<file path="config.mk">
export PLATFORM = sky130hd
export DESIGN_NAME = csr_ctrl
export DESIGN_NICKNAME = d
export VERILOG_FILES = /design/src/rtl/csr_pkg.sv /design/src/rtl/csr_alu.sv /design/src/rtl/csr_ctrl.sv
export SDC_FILE = /design/constraint.sdc
export NUM_CORES = 1
export LEC_CHECK = 0
export BUFFER_PORTS_ARGS = -buffer_cell sky130_fd_sc_hd__buf_2
export CAP_MARGIN = 15
export CORE_ASPECT_RATIO = 0.9
export CORE_UTILIZATION = 52
export DETAILED_ROUTE_END_ITERATION = 16
export PLACE_DENSITY = 0.8
export SLEW_MARGIN = 20
export SYNTH_ARGS = -nofsm -noshare
export SYNTH_HDL_FRONTEND = slang
export SYNTH_SLANG_ARGS = --single-unit
</file>
<file path="constraint.sdc">
create_clock -name clk -period 1.9 [get_ports clk]
set_input_delay 0.095 -clock clk [delete_from_list [all_inputs] [get_ports clk]]
set_output_delay 0.095 -clock clk [all_outputs]
set_load 0.01 [all_outputs]
</file>
<file path="src/rtl/csr_pkg.sv">
// Shared definitions for the machine-mode CSR controller: CSR addresses,
// funct3 encodings, mstatus/mie bit positions, mcause codes and FSM states.
package csr_pkg;

  localparam logic [11:0] CSR_MSTATUS   = 12'h300;
  localparam logic [11:0] CSR_MIE       = 12'h304;
  localparam logic [11:0] CSR_MTVEC     = 12'h305;
  localparam logic [11:0] CSR_MEPC      = 12'h341;
  localparam logic [11:0] CSR_MCAUSE    = 12'h342;
  localparam logic [11:0] CSR_MIP       = 12'h344;
  localparam logic [11:0] CSR_MCYCLE    = 12'hB00;
  localparam logic [11:0] CSR_MINSTRET  = 12'hB02;
  localparam logic [11:0] CSR_MCYCLEH   = 12'hB80;
  localparam logic [11:0] CSR_MINSTRETH = 12'hB82;

  localparam logic [2:0] F3_RW  = 3'b001;
  localparam logic [2:0] F3_RS  = 3'b010;
  localparam logic [2:0] F3_RC  = 3'b011;
  localparam logic [2:0] F3_RWI = 3'b101;
  localparam logic [2:0] F3_RSI = 3'b110;
  localparam logic [2:0] F3_RCI = 3'b111;

  localparam int MSTATUS_MIE  = 3;
  localparam int MSTATUS_MPIE = 7;
  localparam int MIE_MTIE     = 7;
  localparam int MIE_MEIE     = 11;

  localparam logic [31:0] MCAUSE_EXT = 32'h8000_000B;
  localparam logic [31:0] MCAUSE_TMR = 32'h8000_0007;

  typedef enum logic [2:0] {
    S_IDLE,
    S_READ,
    S_WRITE,
    S_TRAP,
    S_RET
  } state_t;

endpackage

</file>
<file path="src/rtl/csr_alu.sv">
// Combinational CSR read-modify-write ALU: new value plus write enable.
module csr_alu
  import csr_pkg::*;
(
  input  logic [31:0] old_val,
  input  logic [31:0] src,
  input  logic [2:0]  funct3,
  input  logic        src_zero,
  output logic [31:0] wdata,
  output logic        we
);

  always_comb begin
    wdata = old_val;
    we    = 1'b0;
    case (funct3)
      F3_RW, F3_RWI: begin wdata = src;              we = 1'b1;      end
      F3_RS, F3_RSI: begin wdata = old_val | src;    we = ~src_zero; end
      F3_RC, F3_RCI: begin wdata = old_val & ~src;   we = ~src_zero; end
      default: ;
    endcase
  end

endmodule

</file>
<file path="src/rtl/csr_ctrl.sv">
// Machine-mode CSR controller: RMW sequencing, trap entry/mret, PC redirect.
// Define CSR_COUNTER_EN to implement mcycle/minstret (and their high halves).
module csr_ctrl
  import csr_pkg::*;
#(
  parameter logic [31:0] RESET_MTVEC = 32'h0000_0000
) (
  input  logic        clk,
  input  logic        rst_n,
  input  logic        csr_req_valid,
  output logic        csr_req_ready,
  input  logic [11:0] csr_addr,
  input  logic [2:0]  csr_funct3,
  input  logic [31:0] csr_src,
  input  logic        csr_src_zero,
  output logic        csr_rd_valid,
  output logic [31:0] csr_rd_data,
  input  logic        mret_valid,
  output logic        mret_ready,
  input  logic        irq_ext,
  input  logic        irq_timer,
  input  logic [31:0] irq_pc,
  input  logic        retire,
  output logic        redirect_valid,
  output logic [31:0] redirect_pc
);

  state_t      state;
  logic [11:0] r_addr;
  logic [2:0]  r_funct3;
  logic [31:0] r_src;
  logic        r_zero;
  logic        st_mie, st_mpie, ie_mtie, ie_meie, trap_ext;
  logic [31:0] mtvec, mcause;
  logic [31:2] mepc;
  logic [31:0] rd_val, alu_wdata;
  logic        alu_we, irq_pend;
  logic        unused_bits;

  assign irq_pend      = st_mie & ((ie_meie & irq_ext) | (ie_mtie & irq_timer));
  assign csr_req_ready = (state == S_IDLE) & ~irq_pend;
  assign mret_ready    = csr_req_ready & ~csr_req_valid;

`ifdef CSR_COUNTER_EN
  logic [63:0] mcycle, minstret;

  always_ff @(posedge clk or negedge rst_n) begin
    if (!rst_n) begin
      mcycle   <= '0;
      minstret <= '0;
    end else begin
      mcycle <= mcycle + 64'd1;
      if (retire) minstret <= minstret + 64'd1;
    end
  end

  assign unused_bits = ^irq_pc[1:0];
`else
  assign unused_bits = ^{irq_pc[1:0], retire};
`endif

  always_comb begin
    rd_val = '0;
    case (r_addr)
      CSR_MSTATUS: begin
        rd_val[MSTATUS_MIE]  = st_mie;
        rd_val[MSTATUS_MPIE] = st_mpie;
      end
      CSR_MIE: begin
        rd_val[MIE_MTIE] = ie_mtie;
        rd_val[MIE_MEIE] = ie_meie;
      end
      CSR_MIP: begin
        rd_val[MIE_MTIE] = irq_timer;
        rd_val[MIE_MEIE] = irq_ext;
      end
      CSR_MTVEC:  rd_val = mtvec;
      CSR_MEPC:   rd_val = {mepc, 2'b00};
      CSR_MCAUSE: rd_val = mcause;
`ifdef CSR_COUNTER_EN
      CSR_MCYCLE:    rd_val = mcycle[31:0];
      CSR_MCYCLEH:   rd_val = mcycle[63:32];
      CSR_MINSTRET:  rd_val = minstret[31:0];
      CSR_MINSTRETH: rd_val = minstret[63:32];
`endif
      default: ;
    endcase
  end

  // Old value is taken from the registered read data, so the RMW sees a stable operand.
  csr_alu u_alu (
    .old_val  (csr_rd_data),
    .src      (r_src),
    .funct3   (r_funct3),
    .src_zero (r_zero),
    .wdata    (alu_wdata),
    .we       (alu_we)
  );

  always_ff @(posedge clk or negedge rst_n) begin
    if (!rst_n) begin
      state          <= S_IDLE;
      r_addr         <= '0;
      r_funct3       <= '0;
      r_src          <= '0;
      r_zero         <= 1'b0;
      st_mie         <= 1'b0;
      st_mpie        <= 1'b0;
      ie_mtie        <= 1'b0;
      ie_meie        <= 1'b0;
      trap_ext       <= 1'b0;
      mtvec          <= RESET_MTVEC;
      mepc           <= '0;
      mcause         <= '0;
      csr_rd_valid   <= 1'b0;
      csr_rd_data    <= '0;
      redirect_valid <= 1'b0;
      redirect_pc    <= '0;
    end else begin
      case (state)
        S_IDLE: begin
          if (irq_pend) begin
            state          <= S_TRAP;
            trap_ext       <= ie_meie & irq_ext;
            redirect_valid <= 1'b1;
            redirect_pc    <= {mtvec[31:2], 2'b00};
          end else if (csr_req_valid) begin
            state    <= S_READ;
            r_addr   <= csr_addr;
            r_funct3 <= csr_funct3;
            r_src    <= csr_src;
            r_zero   <= csr_src_zero;
          end else if (mret_valid) begin
            state          <= S_RET;
            redirect_valid <= 1'b1;
            redirect_pc    <= {mepc, 2'b00};
          end
        end
        S_READ: begin
          csr_rd_data  <= rd_val;
          csr_rd_valid <= 1'b1;
          state        <= S_WRITE;
        end
        S_WRITE: begin
          csr_rd_valid <= 1'b0;
          state        <= S_IDLE;
          if (alu_we) begin
            case (r_addr)
              CSR_MSTATUS: begin
                st_mie  <= alu_wdata[MSTATUS_MIE];
                st_mpie <= alu_wdata[MSTATUS_MPIE];
              end
              CSR_MIE: begin
                ie_mtie <= alu_wdata[MIE_MTIE];
                ie_meie <= alu_wdata[MIE_MEIE];
              end
              CSR_MTVEC:  mtvec  <= alu_wdata;
              CSR_MEPC:   mepc   <= alu_wdata[31:2];
              CSR_MCAUSE: mcause <= alu_wdata;
              default: ;
            endcase
          end
        end
        S_TRAP: begin
          mepc           <= irq_pc[31:2];
          mcause         <= trap_ext ? MCAUSE_EXT : MCAUSE_TMR;
          st_mpie        <= st_mie;
          st_mie         <= 1'b0;
          redirect_valid <= 1'b0;
          redirect_pc    <= '0;
          state          <= S_IDLE;
        end
        S_RET: begin
          st_mie         <= st_mpie;
          st_mpie        <= 1'b1;
          redirect_valid <= 1'b0;
          redirect_pc    <= '0;
          state          <= S_IDLE;
        end
        default: state <= S_IDLE;
      endcase
    end
  end

endmodule

</file>
# ---- Yosys cells after proc, flatten, opt, wreduce, memory -nomap -nowiden
# Index checks and enable logic that the tools add are counted.
dict set report op_classes {
  muxes 35
  bitwise_logic 12
  n_eq_ne 23
  reduce_logical 18
}
# op count
set op_table {}
lappend op_table {{$mux 32} 5}
lappend op_table {{$pmux 32 s2} 2}
lappend op_table {{$pmux 32 s3} 1}
lappend op_table {{$eq 12x10->1 const B} 6}
lappend op_table {{$mux 30} 2}
lappend op_table {{$pmux 20 s3} 1}
lappend op_table {{$pmux 30 s2} 1}
lappend op_table {{$and 32x32->32} 1}
lappend op_table {{$not 32->32} 1}
lappend op_table {{$or 32x32->32} 1}
lappend op_table {{$pmux 3 s3} 3}
lappend op_table {{$reduce_and 3->1} 7}
lappend op_table {{$eq 3x2->1 const B} 4}
lappend op_table {{$eq 3x3->1 const B} 4}
lappend op_table {{$mux 3} 3}
lappend op_table {{$reduce_or 2->1} 4}
lappend op_table {{$mux 1} 7}
lappend op_table {{$eq 3x1->1 const B} 2}
lappend op_table {{$ne 3x3->1 const B} 2}
lappend op_table {{$pmux 1 s2} 3}
lappend op_table {{$pmux 1 s3} 2}
lappend op_table {{$pmux 1 s6} 1}
lappend op_table {{$pmux 3 s2} 1}
lappend op_table {{$reduce_bool 2->1} 3}
lappend op_table {{13 further kinds} 21}
dict set report word_totals {
  reg_bits 216
  input_bits 87
  out_inout_bits 68
  word_cells 105
}

# ---- Depth between registers and ports, before layout
# Gate-level depths: netlist of the first run.
dict set report depth {
  ltp_word 6
  ltp_mapped 7
  ltp_nobuf 4
}

# ---- Cells and area by module
# Synthesis of the first run repeated with hierarchy kept, for this count alone.
dict set report unflattened {
  cells_unflattened 977
  area_unflattened_um2 10508.8
}
# mod cells_each area_per_inst_um2 seq_area_each_um2 n_inst
set modules_own_cells {}
lappend modules_own_cells {csr_ctrl 833 9502.9 5355.1 1}
lappend modules_own_cells {csr_alu 144 1006.0 0.0 1}

# ---- Worst setup path before layout of the first run
# No wires, ideal clock.
dict set report synth_timing {
  kind {reg-to-reg}
  startpoint {register r_addr[3]}
  endpoint {register mtvec[11]}
  setup_time_ns 0.125
  setup_slack_ns 0.113
  arrival_time_ns 1.662
  path_stages_with_launch 7
  path_buffers 2
  required_time_ns 1.775
  synth_period_minus_slack_ns 1.787
  cell_sequence {dfrtp_1 > nor4_4 > and3_4 > and2_1 > buf_6 > buf_12 > mux2_4}
}
dict set report synth_via {
  elab_chain_cells 2
}
# element line
set synth_rtl {}
lappend synth_rtl {{from (decl)} csr_ctrl.sv:29} ;# logic [11:0] r_addr;
lappend synth_rtl {{from (signal assigned)} csr_ctrl.sv:129} ;# r_addr <= csr_addr;
lappend synth_rtl {{$eq 12x10->1} csr_ctrl.sv:148} ;# case (r_addr)
lappend synth_rtl {{$reduce_and 3->1 (no line)} --}
lappend synth_rtl {{to (signal assigned)} csr_ctrl.sv:157} ;# CSR_MTVEC: mtvec <= alu_wdata;
lappend synth_rtl {{to (decl)} csr_ctrl.sv:34} ;# logic [31:0] mtvec, mcause;
# Every way passes these cells.
# A chain may end at the register's enable or synchronous reset.

# ---- Final worst setup path of the first run
dict set report layout_timing {
  startpoint {register r_addr[7]}
  endpoint {register mepc[19] (netlist bit)}
}
dict set report layout_via {
  elab_chain_cells 3
}
# element line
set layout_rtl {}
lappend layout_rtl {{$eq 12x10->1} csr_ctrl.sv:148}
lappend layout_rtl {{$ne 2x2->1 (no line)} --}
lappend layout_rtl {{$reduce_and 3->1 (no line)} --}
lappend layout_rtl {{to (signal assigned)} csr_ctrl.sv:158} ;# CSR_MEPC: mepc <= alu_wdata[31:2];
lappend layout_rtl {{to (signal assigned)} csr_ctrl.sv:165} ;# mepc <= irq_pc[31:2];
lappend layout_rtl {{to (decl)} csr_ctrl.sv:35} ;# logic [31:2] mepc;
# Every way passes these cells.

==> results of run 1 <==
==> cell usage after synthesis (3+ instances only) <==
master	number
a211oi_1	5
a21boi_0	30
a21oi_1	30
a22oi_1	31
buf_1	3
buf_2	35
buf_4	10
buf_6	7
clkbuf_1	30
dfrtp_1	213
inv_1	32
mux2_1	7
mux2_2	110
mux2_4	3
mux2i_1	32
nand2_1	102
nor2_1	15
nor2b_1	32
nor3_1	28
nor3b_1	3
o211ai_1	28
o21ai_0	64
o22ai_1	30
o2bb2ai_1	30
o31ai_1	3
o41ai_1	15
o41ai_2	12
==> sequential cells by signal, indices dropped and copies added, names as in the netlist <==
register and count:
st_mpie 1, mtvec 32, mepc 30, csr_rd_data 32, redirect_pc 30, csr_rd_valid 1, redirect_valid 1, mcause 32
r_zero 1, ie_mtie 1, r_addr 12, r_src 32, st_mie 1, r_funct3 2, state 3, trap_ext 1
ie_meie 1
==> power by group <==
part / leakage [uW] / total (uW) / internal, uW / switching (uW)
Clock: 0.000369 / 4490 / 2590 / 1910
Sequential: 0.00280 / 6650 / 5680 / 971
Combinational: 0.00305 / 6320 / 3060 / 3260
Total: 0.00622 / 17500 / 11300 / 6140
==> worst min-delay path by stage <==
stage                      to  depth (start not counted)   from
3_3_place_gp      r_funct3[1]                          1  rst_n
6_report          r_funct3[1]                          2  rst_n
2_1_floorplan  csr_rd_data[0]                          0  rst_n
3_5_place_dp          mepc[2]                          1  rst_n
5_1_grt           r_funct3[1]                          2  rst_n
4_1_cts               mepc[6]                          2  rst_n
==> per-layer routing <==
metal	vias up	part of all wire [%]
met5	-	0
met4	0	4.2
met1	4694	42
met3	98	6.9
li1	4185	-
met2	458	47
==> metrics by stage <==
step / setup WS [ns] / util [%] / power (uW) / hold slack, ns
after global placement: -0.0373 / 61.5 / 12200 / 0.0287
after floorplan: 0.113 / - / 10100 / -0.201
after CTS: 0.00423 / 69.6 / 17200 / 0.0868
after global routing: -0.0342 / 70.1 / 18200 / 0.105
after detailed placement: -0.112 / 61.5 / 12500 / 0.0342
final: 0.0135 / 70.1 / 17500 / 0.0845
==> repair_timing <==
| action | CTS | global route |
|---|---|---|
| hold endpoints to repair | 293 | 0 |
| gates cloned | 0 | 1 |
| setup endpoints to repair | 80 | 87 |
| buffers inserted | 3 | 3 |
| hold buffers | 81 | 0 |
| resized for setup | 14 | 15 |
| pin swaps | 3 | 5 |
==> layout make-up <==
cell class / count / share of cell area, %
sequential: 213 / 37.6
tap: 255 / 2.25
multi-input combinational: 662 / 35.8
clock inverter: 12 / 0.670
timing repair buffer: 332 / 18.2
clock buffer: 29 / 4.64
inverter: 32 / 0.847
==> critical path, delay by kind of cell, from the launching register on <==
kind,cells,cell delay (ns)
flip-flops,1,0.41
AND/OR/NAND/NOR,2,0.45
multiplexers,1,0.35
buffers and inverters,2,0.38
AO/OA/AOI/OAI,1,0.18
==> cell families (layout without fill, tap and decap cells) <==
group                     count (synthesis)  count (layout)  synth area share (%)
AOI/OAI and AO/OA                       301             301                  20.2
xor gates and xnor gates                  1               1                0.0807
DFF                                     213             213                  49.1
other                                     1               2                0.0345
and+or+nand+nor                         206             206                  9.61
buffers and inverters                   118             405                  5.46
muxes                                   152             152                  15.5
==> metrics.cfg, run 1 <==
[status]
status=completed

[critical_path]
arrival_ns=2.28
path_max_fanout=15
cp-startpoint=r_addr[7]
rrSetupSlack_ns=0.01
rr_worst_depth=6
cp-start-kind=register
reg2reg_to=mepc[19]
cp-end-kind=register
critPathCapture=mepc[19]
worstPathRequired_ns=2.29
max_stage_delay_ns=0.41
path_class=reg2reg
path_cells=nor4_4, buf_4, a41oi_2, nor2_4, buf_12, mux2_2
crit-reg2reg-launch=r_addr[7]
critPathSlowestCell=dfrtp_1

[yosys]
synth_area_leaders=dfrtp_1 49%, mux2_2 11%, nand2_1 3.5%
synthDistinctLibCells=66
post-synth-top-area-cell=dfrtp_1
ys_warn_count=0
syn_area_per_cell_um2=10.9
ys_ff_latch=213
ys_seq_area_share_pct=49.1
synth_edf_count=0
async_flop_share_pct=100
synth-main-ff-cell=dfrtp_1
syn-cell-area_mm2=0.0109
synth_cells=992
synth_top_area_share_pct=49.1

[layout]
final_cell_mix=210 x dfrtp_1, 147 x buf_2, 109 x mux2_2
instances_no_fill=1535
multiInputGateArea_mm2=0.00508
antenna_cells=0
fin_area_mm2=0.0142
fill_cells=1392
layout-drive-gt1-share_pct=35.2
num-nets-final=1351
layout_commonest_cell=dfrtp_1
seqCellArea_mm2=0.00533
area_delta_synth_final_pct=30.6

[sta]
fin_setup_tns_ns=0
drv_slew=0
min_period_ns=1.89
finalSetupViolCount=0
final_hold_viol_count=0
rsz0062_at_grt=yes
fmax_mhz=530
skew_ns=0.0143
period_share_pct=99.3

[clock_network]
cts_root_buf=clkbuf_16
cts_max_path_buffers=3
cts_tree=built
clock_latency_ns=0.51
cts-buffers-inserted=23
cts.sinks=213
htreeDepth=1
cts.clk_slew.worst_paths_ns=0.06

[global_route]
use_met2_pct=48.6
grt_pass1_vias=9769
grtUsageTotal_pct=30.1
use_met3_pct=4.75
overflow=0
gr-usage-met1_pct=39.7
grt_max_degree=62
antenna_found_initial=0
top_usage_layer=met2
grt_pass1_wl_um=51300

[die]
die_x_um=154
num_rows=49
coreArea_mm2=0.0202
start_util_pct=53.7
io-pin-count=155
die_y_um=139
die_area_mm2=0.0215

[routing]
drc_errors=0
antenna_left=0
first_pass_iters=5
drt_iter0_drc=869
via_per_inst=6.15
via_count=9435
wl_um=32400
drt-wirelength-per-cell_um=21.1

[hold_path]
hold_class=in2async

[place]
gp_congestion=0.908
place_hpwl_um=20200
place_area_mm2=0.0124
dp_cells=1406
io_buffers=148

[power_and_ir_drop]
p_leak_uw=0.00622
power_density_mw_per_mm2=1230
ir_drop_mv=0.700

[job]
cap_violations=0

Note: power is estimated with default switching activity, not from simulation.
==> run 2: changes to the inputs <==
==> constraint.sdc (replaced) <==
create_clock -name clk -period 1.9 [get_ports clk]
set_input_delay 0.285 -clock clk [delete_from_list [all_inputs] [get_ports clk]]
set_output_delay 0.285 -clock clk [all_outputs]
set_load 0.01 [all_outputs]
==> run 2 against run 1 <==
Die area unchanged; core utilization decreased by 1.3 points; highest routed layer unchanged; global-route usage decreased by 1.4 points; the flow now finishes with violations (setup timing); hold slack got worse by 0.076 ns; largest cell class unchanged; via count decreased by 3.0%; fmax decreased by 8.0%; count of clock-buffer cells in the layout increased by 7; sequential cell count unchanged; clock skew about the same; power increased by 1.4%; clock power increased by 3%.
==> metrics.cfg, run 2 (synthesized netlist as in run 1, its figures left out) <==
[die]
io-pin-count=155  ; unchanged
die_y_um=139  ; unchanged
coreArea_mm2=0.0202  ; unchanged
start_util_pct=53.7  ; unchanged
die_x_um=154  ; unchanged
die_area_mm2=0.0215  ; unchanged
num_rows=49  ; unchanged

[layout]
num-nets-final=1310  ; -3.0%
layout-drive-gt1-share_pct=36.6  ; +1.5 points
fill_cells=1473  ; +5.8%
antenna_cells=0  ; unchanged
fin_area_mm2=0.0139  ; -1.8%
area_delta_synth_final_pct=28.3
instances_no_fill=1494  ; -2.7%
final_cell_mix=209 x dfrtp_1, 147 x buf_2, 100 x nand2_1
layout_commonest_cell=dfrtp_1
final_util_pct=68.8  ; -1.3 points

[power_and_ir_drop]
switching_share_pct=34.6  ; -0.57 points
p_comb_share_pct=36.4  ; +0.2 points
power_frac_clock_pct=26.0  ; +0.3 points
ir_drop_mv=0.734  ; +4.9%
p_switching_uw=6120  ; -0.26%
power_density_mw_per_mm2=1270  ; +3.2%
p_leak_uw=0.00613  ; -1.5%
internal_power_uw=11600  ; +2.3%
p_seq_share_pct=37.6  ; -0.5 points

[place]
gp_congestion=0.929  ; +2.3%
dp_slack_ns=-0.0284  ; +0.0832 ns
place_area_mm2=0.0125  ; +0.34%
io_buffers=148  ; unchanged
dp_cells=1405  ; -0.071%
place_hpwl_um=19700  ; -2.3%

[routing]
antenna_left=0  ; unchanged
drt_iter0_drc=844  ; -2.9%
drc_errors=0  ; unchanged
via_count=9151  ; -3.0%
wl_um=31600  ; -2.3%
via_per_inst=6.13  ; -0.35%
drt-wirelength-per-cell_um=21.2  ; +0.33%
first_pass_iters=5  ; unchanged

[critical_path]
arrival_ns=2.45  ; +0.17 ns
cp_top_family=compound AO/OA/AOI/OAI gates
max_stage_delay_ns=0.64  ; +0.23 ns
critPathSlowestCell=a2111oi_1
path_max_fanout=4  ; -11
cp-start-kind=register
cp-end-kind=register
worstPathRequired_ns=2.30  ; about the same
path_class=reg2reg
path_cells=nor2_1, a2111oi_1, buf_4, and4_1, mux2_2
crit_buf_inv=1  ; -1

[job]
cap_violations=0  ; unchanged

[sta]
drv_slew=0  ; unchanged
skew_ns=0.0145  ; +0.000170 ns
min_period_ns=2.05  ; +0.165 ns
final_hold_viol_count=0  ; unchanged
finalSetupViolCount=57  ; +57
rsz0062_at_grt=yes
fmax_mhz=487  ; -8.0%
period_share_pct=108  ; +8.7 points
worst_slack_ns=-0.152  ; -0.165 ns
fin_setup_tns_ns=-3.94  ; -3.94 ns
relSlewSlack_pct=55.4
tightestPinTransition_ns=0.668

[clock_network]
cts_max_path_buffers=3  ; unchanged
cts-buffers-inserted=24  ; +4.3%
clock_latency_ns=0.52  ; about the same
cts.clk_slew.worst_paths_ns=0.06  ; about the same
cts.sinks=213  ; unchanged
cts_root_buf=clkbuf_16
cts_tree=built
htreeDepth=1  ; unchanged

[hold_path]
hold_class=in2reg

[global_route]
grt_pass1_wl_um=48900  ; -4.7%
grtUsageTotal_pct=28.7  ; -1.4 points
grt_max_degree=54  ; -13%
antenna_found_initial=0  ; unchanged
overflow=0  ; unchanged
grt_pass1_vias=9218  ; -5.6%

[status]
violations=setup timing
status=finished, violations left

-- run 2: cell count changes in the layout (fill, tap and decap cells not counted), sizes merged --
cell,previous run,this run
buf,250,252
clkbuf,30,37
clkinv,7,4
clkinvlp,4,0
dlygate4sd3,81,37
inv,32,33
-- run 2: worst paths after layout --
| kind | start | endpoint | slack, ns | cells past startpoint |
|---|---|---|---|---|
| max | r_funct3[1] | ie_mtie | -0.15 | 5 |
| min | csr_addr[10] | r_addr[10] | 0.008 | 2 |
| min in group asynchronous | rst_n | redirect_pc[2] | 0.27 | 2 |
| max in group asynchronous | rst_n | csr_rd_data[18] | 0.88 | 3 |
| min reg2reg | redirect_pc[6] | redirect_pc[6] | 0.49 | 1 |
| max reg2reg | r_funct3[1] | ie_mtie | -0.15 | 5 |
-- run 2: timing repair --
| action | in CTS | in global routing |
|---|---|---|
| resized for setup | 8 | 48 |
| endpoints found under the setup margin | 12 | 75 |
| gates cloned | 0 | 2 |
| hold endpoints to repair | 82 | 0 |
| hold buffers | 37 | 0 |
| pin swaps | 3 | 3 |
| setup buffers | 3 | 5 |
-- run 2: power groups by stage --
stage                     Clock [uW]  Combinational, uW  Sequential [uW]
final                           4610               6440             6660
after global placement             0               5710             6600
after global routing            4820               6890             6780
after CTS                       4650               6050             6600
after detailed placement           0               5890             6670
after floorplan                    0               3670             6470
-- run 2: cell type report --
cell class                 count  area [um^2]  share of cell area (%)
clock inverter                 6         70.1                   0.503
timing repair buffer         290         2210                    15.9
multi-input combinational    662         5150                    37.0
sequential                   213         5340                    38.3
tap                          255          319                    2.29
inverter                      32          120                   0.862
clock buffer                  36          716                    5.14
-- run 2: per-layer routing --
layer | vias up | share of wire, % | global-route usage, %
li1 | 4101 | - | -
met1 | 4527 | 42 | 38.9
met2 | 449 | 47 | 46.1
met3 | 74 | 8.0 | 5.22
met4 | 0 | 2.9 | 10.6
met5 | - | 0 | 0
-- run 2: per-stage QoR --
step | hold slack [ns] | power (uW)
finish | 0.00829 | 17700
global route | 0.0106 | 18500
CTS | 0.000577 | 17300
detailed placement | 0.234 | 12600
global placement | 0.234 | 12300
floorplan | -0.0106 | 10100
==> run 3: changes to the inputs <==
--- a/config.mk
+++ b/config.mk
@@ -5,12 +5,13 @@
 export SDC_FILE = /design/constraint.sdc
 export NUM_CORES = 1
 export LEC_CHECK = 0
+export ABC_AREA = 1
 export BUFFER_PORTS_ARGS = -buffer_cell sky130_fd_sc_hd__buf_2
 export CAP_MARGIN = 15
-export CORE_ASPECT_RATIO = 0.9
 export CORE_UTILIZATION = 52
+export CTS_CLUSTER_DIAMETER = 100
 export DETAILED_ROUTE_END_ITERATION = 16
-export PLACE_DENSITY = 0.8
+export PLACE_DENSITY = 0.81
 export SLEW_MARGIN = 20
 export SYNTH_ARGS = -nofsm -noshare
 export SYNTH_HDL_FRONTEND = slang
==> run 3 against run 2 <==
Non-clock buffer count down 76; sequential cell count unchanged; die area down 3.4%; register-to-register slack better by 0.25 ns; core utilization down 4.2 points; hold slack better by 0.0064 ns; final area down 9.1%; synthesized area down 3.5%; clock power up 0.9%; largest power group unchanged; cell count up 20%; the flow still finishes with violations (setup timing); critical path depth up 3.
==> metrics.cfg, run 3 <==
[global_route]
grtUsageTotal_pct=28.5  ; -0.16 points
antenna_found_initial=0  ; unchanged
grt_pass1_vias=9051  ; -1.8%
grt_pass1_wl_um=45900  ; -6.1%
grt_max_degree=86  ; +59%
overflow=0  ; unchanged

[yosys]
ys_ff_latch=213  ; unchanged
synth_fa_ha_area_share_pct=0  ; unchanged
syn_area_per_cell_um2=7.70  ; -30%
synthMuxAreaShare_pct=0  ; -15 points
synth-main-ff-cell=dfrtp_1
synthXorXnorAreaFrac_pct=0.155  ; +0.074 points
synthDistinctLibCells=30  ; -55%
ys_seq_area_share_pct=50.8  ; +1.8 points
synth_top_family_by_area=simple AND/OR/NAND/NOR gates
synth_cells=1362  ; +37%
synth_top_area_share_pct=50.8  ; +1.8 points
synth_compound_area_share_pct=11.1  ; -9.1 points
ys_warn_count=0  ; unchanged
yosys.area_share.simple_pct=29.3  ; +20 points
syn-cell-area_mm2=0.0105  ; -3.5%
post-synth-top-area-cell=dfrtp_1
post-synth-top-count-cell=nand2_1
synth_common_cells=473 x nand2_1, 213 x dfrtp_1, 170 x nand3_1
synth_area_leaders=dfrtp_1 51%, nand2_1 17%, nand3_1 8.1%
async_flop_share_pct=100  ; unchanged
synth_edf_count=0  ; unchanged

[status]
status=finished, violations left
violations=setup timing

[critical_path]
rr_worst_depth=10  ; +5
cp_top_family=buffers and inverters
critPathSlowestCell=dfrtp_1
worstPathRequired_ns=1.62  ; -0.68 ns
path_class=reg2out
arrival_ns=1.63  ; -0.82 ns
cp-end-kind=output pin
cp-start-kind=register
crit-reg2reg-launch=state[1]
crit_buf_inv=5  ; +4
path_cells=inv_2, nand2_2, nor2_4, inv_2, nor2_4, buf_6, buf_12, buf_6
path_max_fanout=2  ; -2
max_stage_delay_ns=0.39  ; -0.25 ns
rrSetupSlack_ns=0.10  ; +0.25 ns
reg2reg_to=mepc[6]

[layout]
layout_commonest_cell=nand2_1
antenna_cells=0  ; unchanged
instances_no_fill=1800  ; +20%
area_delta_synth_final_pct=20.8
seqCellArea_mm2=0.00533  ; about the same
fin_area_mm2=0.0127  ; -9.1%
layout-drive-gt1-share_pct=20.2  ; -16 points
fill_cells=1637  ; +11%
num-nets-final=1607  ; +23%
multiInputGateArea_mm2=0.00429  ; -17%
final_cell_mix=470 x nand2_1, 212 x dfrtp_1, 170 x nand3_1

[routing]
drt_iter0_drc=962  ; +14%
via_per_inst=5.27  ; -14%
first_pass_iters=6  ; +1
drc_errors=0  ; unchanged
wl_um=28500  ; -9.7%
antenna_left=0  ; unchanged
via_count=9478  ; +3.6%
drt-wirelength-per-cell_um=15.9  ; -25%

[hold_path]
holdPathEnd=r_addr[5]
min-delay-start=csr_addr[5]
hold_class=in2reg
hold_depth=3  ; +1

[sta]
relSlewSlack_pct=65.1  ; +9.8 points
skew_ns=0.00794  ; -0.00656 ns
min_period_ns=1.92  ; -0.132 ns
finalSetupViolCount=2  ; -96%
period_share_pct=101  ; -6.9 points
drv_slew=0  ; unchanged
tightestPinTransition_ns=0.517  ; -0.150 ns
fmax_mhz=521  ; +6.9%
rsz0062_at_grt=yes
fin_setup_tns_ns=-0.0209  ; +3.92 ns
worst_slack_ns=-0.0198  ; +0.132 ns
final_hold_viol_count=0  ; unchanged

[power_and_ir_drop]
switching_share_pct=36.8  ; +2.2 points
p_switching_uw=6390  ; +4.4%
p_seq_share_pct=38.4  ; +0.8 points
power_density_mw_per_mm2=1370  ; +7.9%
p_comb_share_pct=34.8  ; -1.6 points
power_frac_clock_pct=26.7  ; +0.7 points
p_leak_uw=0.00675  ; +10%
ir_drop_mv=0.838  ; +14%
internal_power_uw=11000  ; -5.2%

[place]
dp_cells=1744  ; +24%
gp_congestion=0.909  ; -2.1%
place_hpwl_um=19700  ; about the same
place_area_mm2=0.0117  ; -6.2%
io_buffers=148  ; unchanged
dp_slack_ns=0.167  ; +0.195 ns

[die]
die_x_um=144  ; -6.7%
num_rows=51  ; +4.1%
die_y_um=144  ; +3.5%
io-pin-count=155  ; unchanged
coreArea_mm2=0.0196  ; -3.2%
start_util_pct=53.5  ; -0.16 points
die_area_mm2=0.0207  ; -3.4%

[clock_network]
cts-buffers-inserted=22  ; -8.3%
cts.clk_slew.worst_paths_ns=0.06  ; about the same
cts.sinks=213  ; unchanged
htreeDepth=1  ; unchanged
clock_latency_ns=0.50  ; -0.02 ns
cts_tree=built
cts_root_buf=clkbuf_16
cts_max_path_buffers=3  ; unchanged

[job]
cap_violations=0  ; unchanged

## run 3: cell families (layout without fill, tap and decap cells)
logic type                count (synthesis)  in the layout
AOI/OAI and AO/OA                       206            206
DFF                                     213            213
buffers and inverters                   201            373
other                                     1              2
and+or+nand+nor                         740            740
xor gates and xnor gates                  1              1
## run 3: cell type report
type,count,share of cell area [%]
Clock inverter,8,1.15
Inverter,120,3.58
Tap cell,265,2.62
Clock buffer,31,5.02
Timing Repair Buffer,214,11.7
Multi-Input combinational cell,949,33.9
Sequential cell,213,42.1
## run 3: worst min-delay path, delay by kind of cell
family	cells	cell delay (ns)
AND/OR/NAND/NOR	2	0.12
buffers and inverters	1	0.08
## run 3: power by group through the flow
| stage | Clock (uW) | Combinational, uW | Sequential, uW |
|---|---|---|---|
| 6_report | 4650 | 6050 | 6680 |
| 3_3_place_gp | 0 | 5600 | 6670 |
| 2_1_floorplan | 0 | 3570 | 6690 |
| 3_5_place_dp | 0 | 5780 | 6740 |
| 4_1_cts | 4700 | 5930 | 6670 |
| 5_1_grt | 4880 | 6810 | 6850 |
## run 3: metrics by stage
stage | utilization, % | hold slack, ns | total power [uW]
after global placement | 59.7 | 0.262 | 12300
after CTS | 64.3 | 0.00613 | 17300
after detailed placement | 59.7 | 0.262 | 12500
final | 64.6 | 0.0147 | 17400
after floorplan | - | -0.0106 | 10300
after global routing | 64.6 | 0.00945 | 18500
## run 3: worst max-delay path by stage
stage / start / cells after the start / slack, ns / end
6_report: state[1] / 8 / -0.02 / csr_req_ready
5_1_grt: state[0] / 9 / -0.07 / mret_ready
3_5_place_dp: r_addr[5] / 8 / 0.17 / mepc[22]
4_1_cts: state[0] / 9 / 0.001 / mret_ready
3_3_place_gp: r_addr[5] / 8 / 0.25 / mepc[21]
2_1_floorplan: r_funct3[1] / 9 / 0.43 / mepc[10]
## run 3: timing repair
item | 4_1_cts | 5_1_grt
setup buffers | 11 | 5
endpoints found under the hold margin | 42 | 0
endpoints found under the setup margin | 2 | 9
resized for setup | 5 | 6
hold buffers | 1 | 0
pin swaps | 4 | 3
## run 3: routing by layer
metal  vias to the layer above  GRT usage, %  share of wire [%]
met1                      4394          41.4                 45
met3                        51          5.66                9.0
met4                         0          7.84                2.1
met5                         -             0                  0
li1                       4629             -                  -
met2                       404          43.4                 44
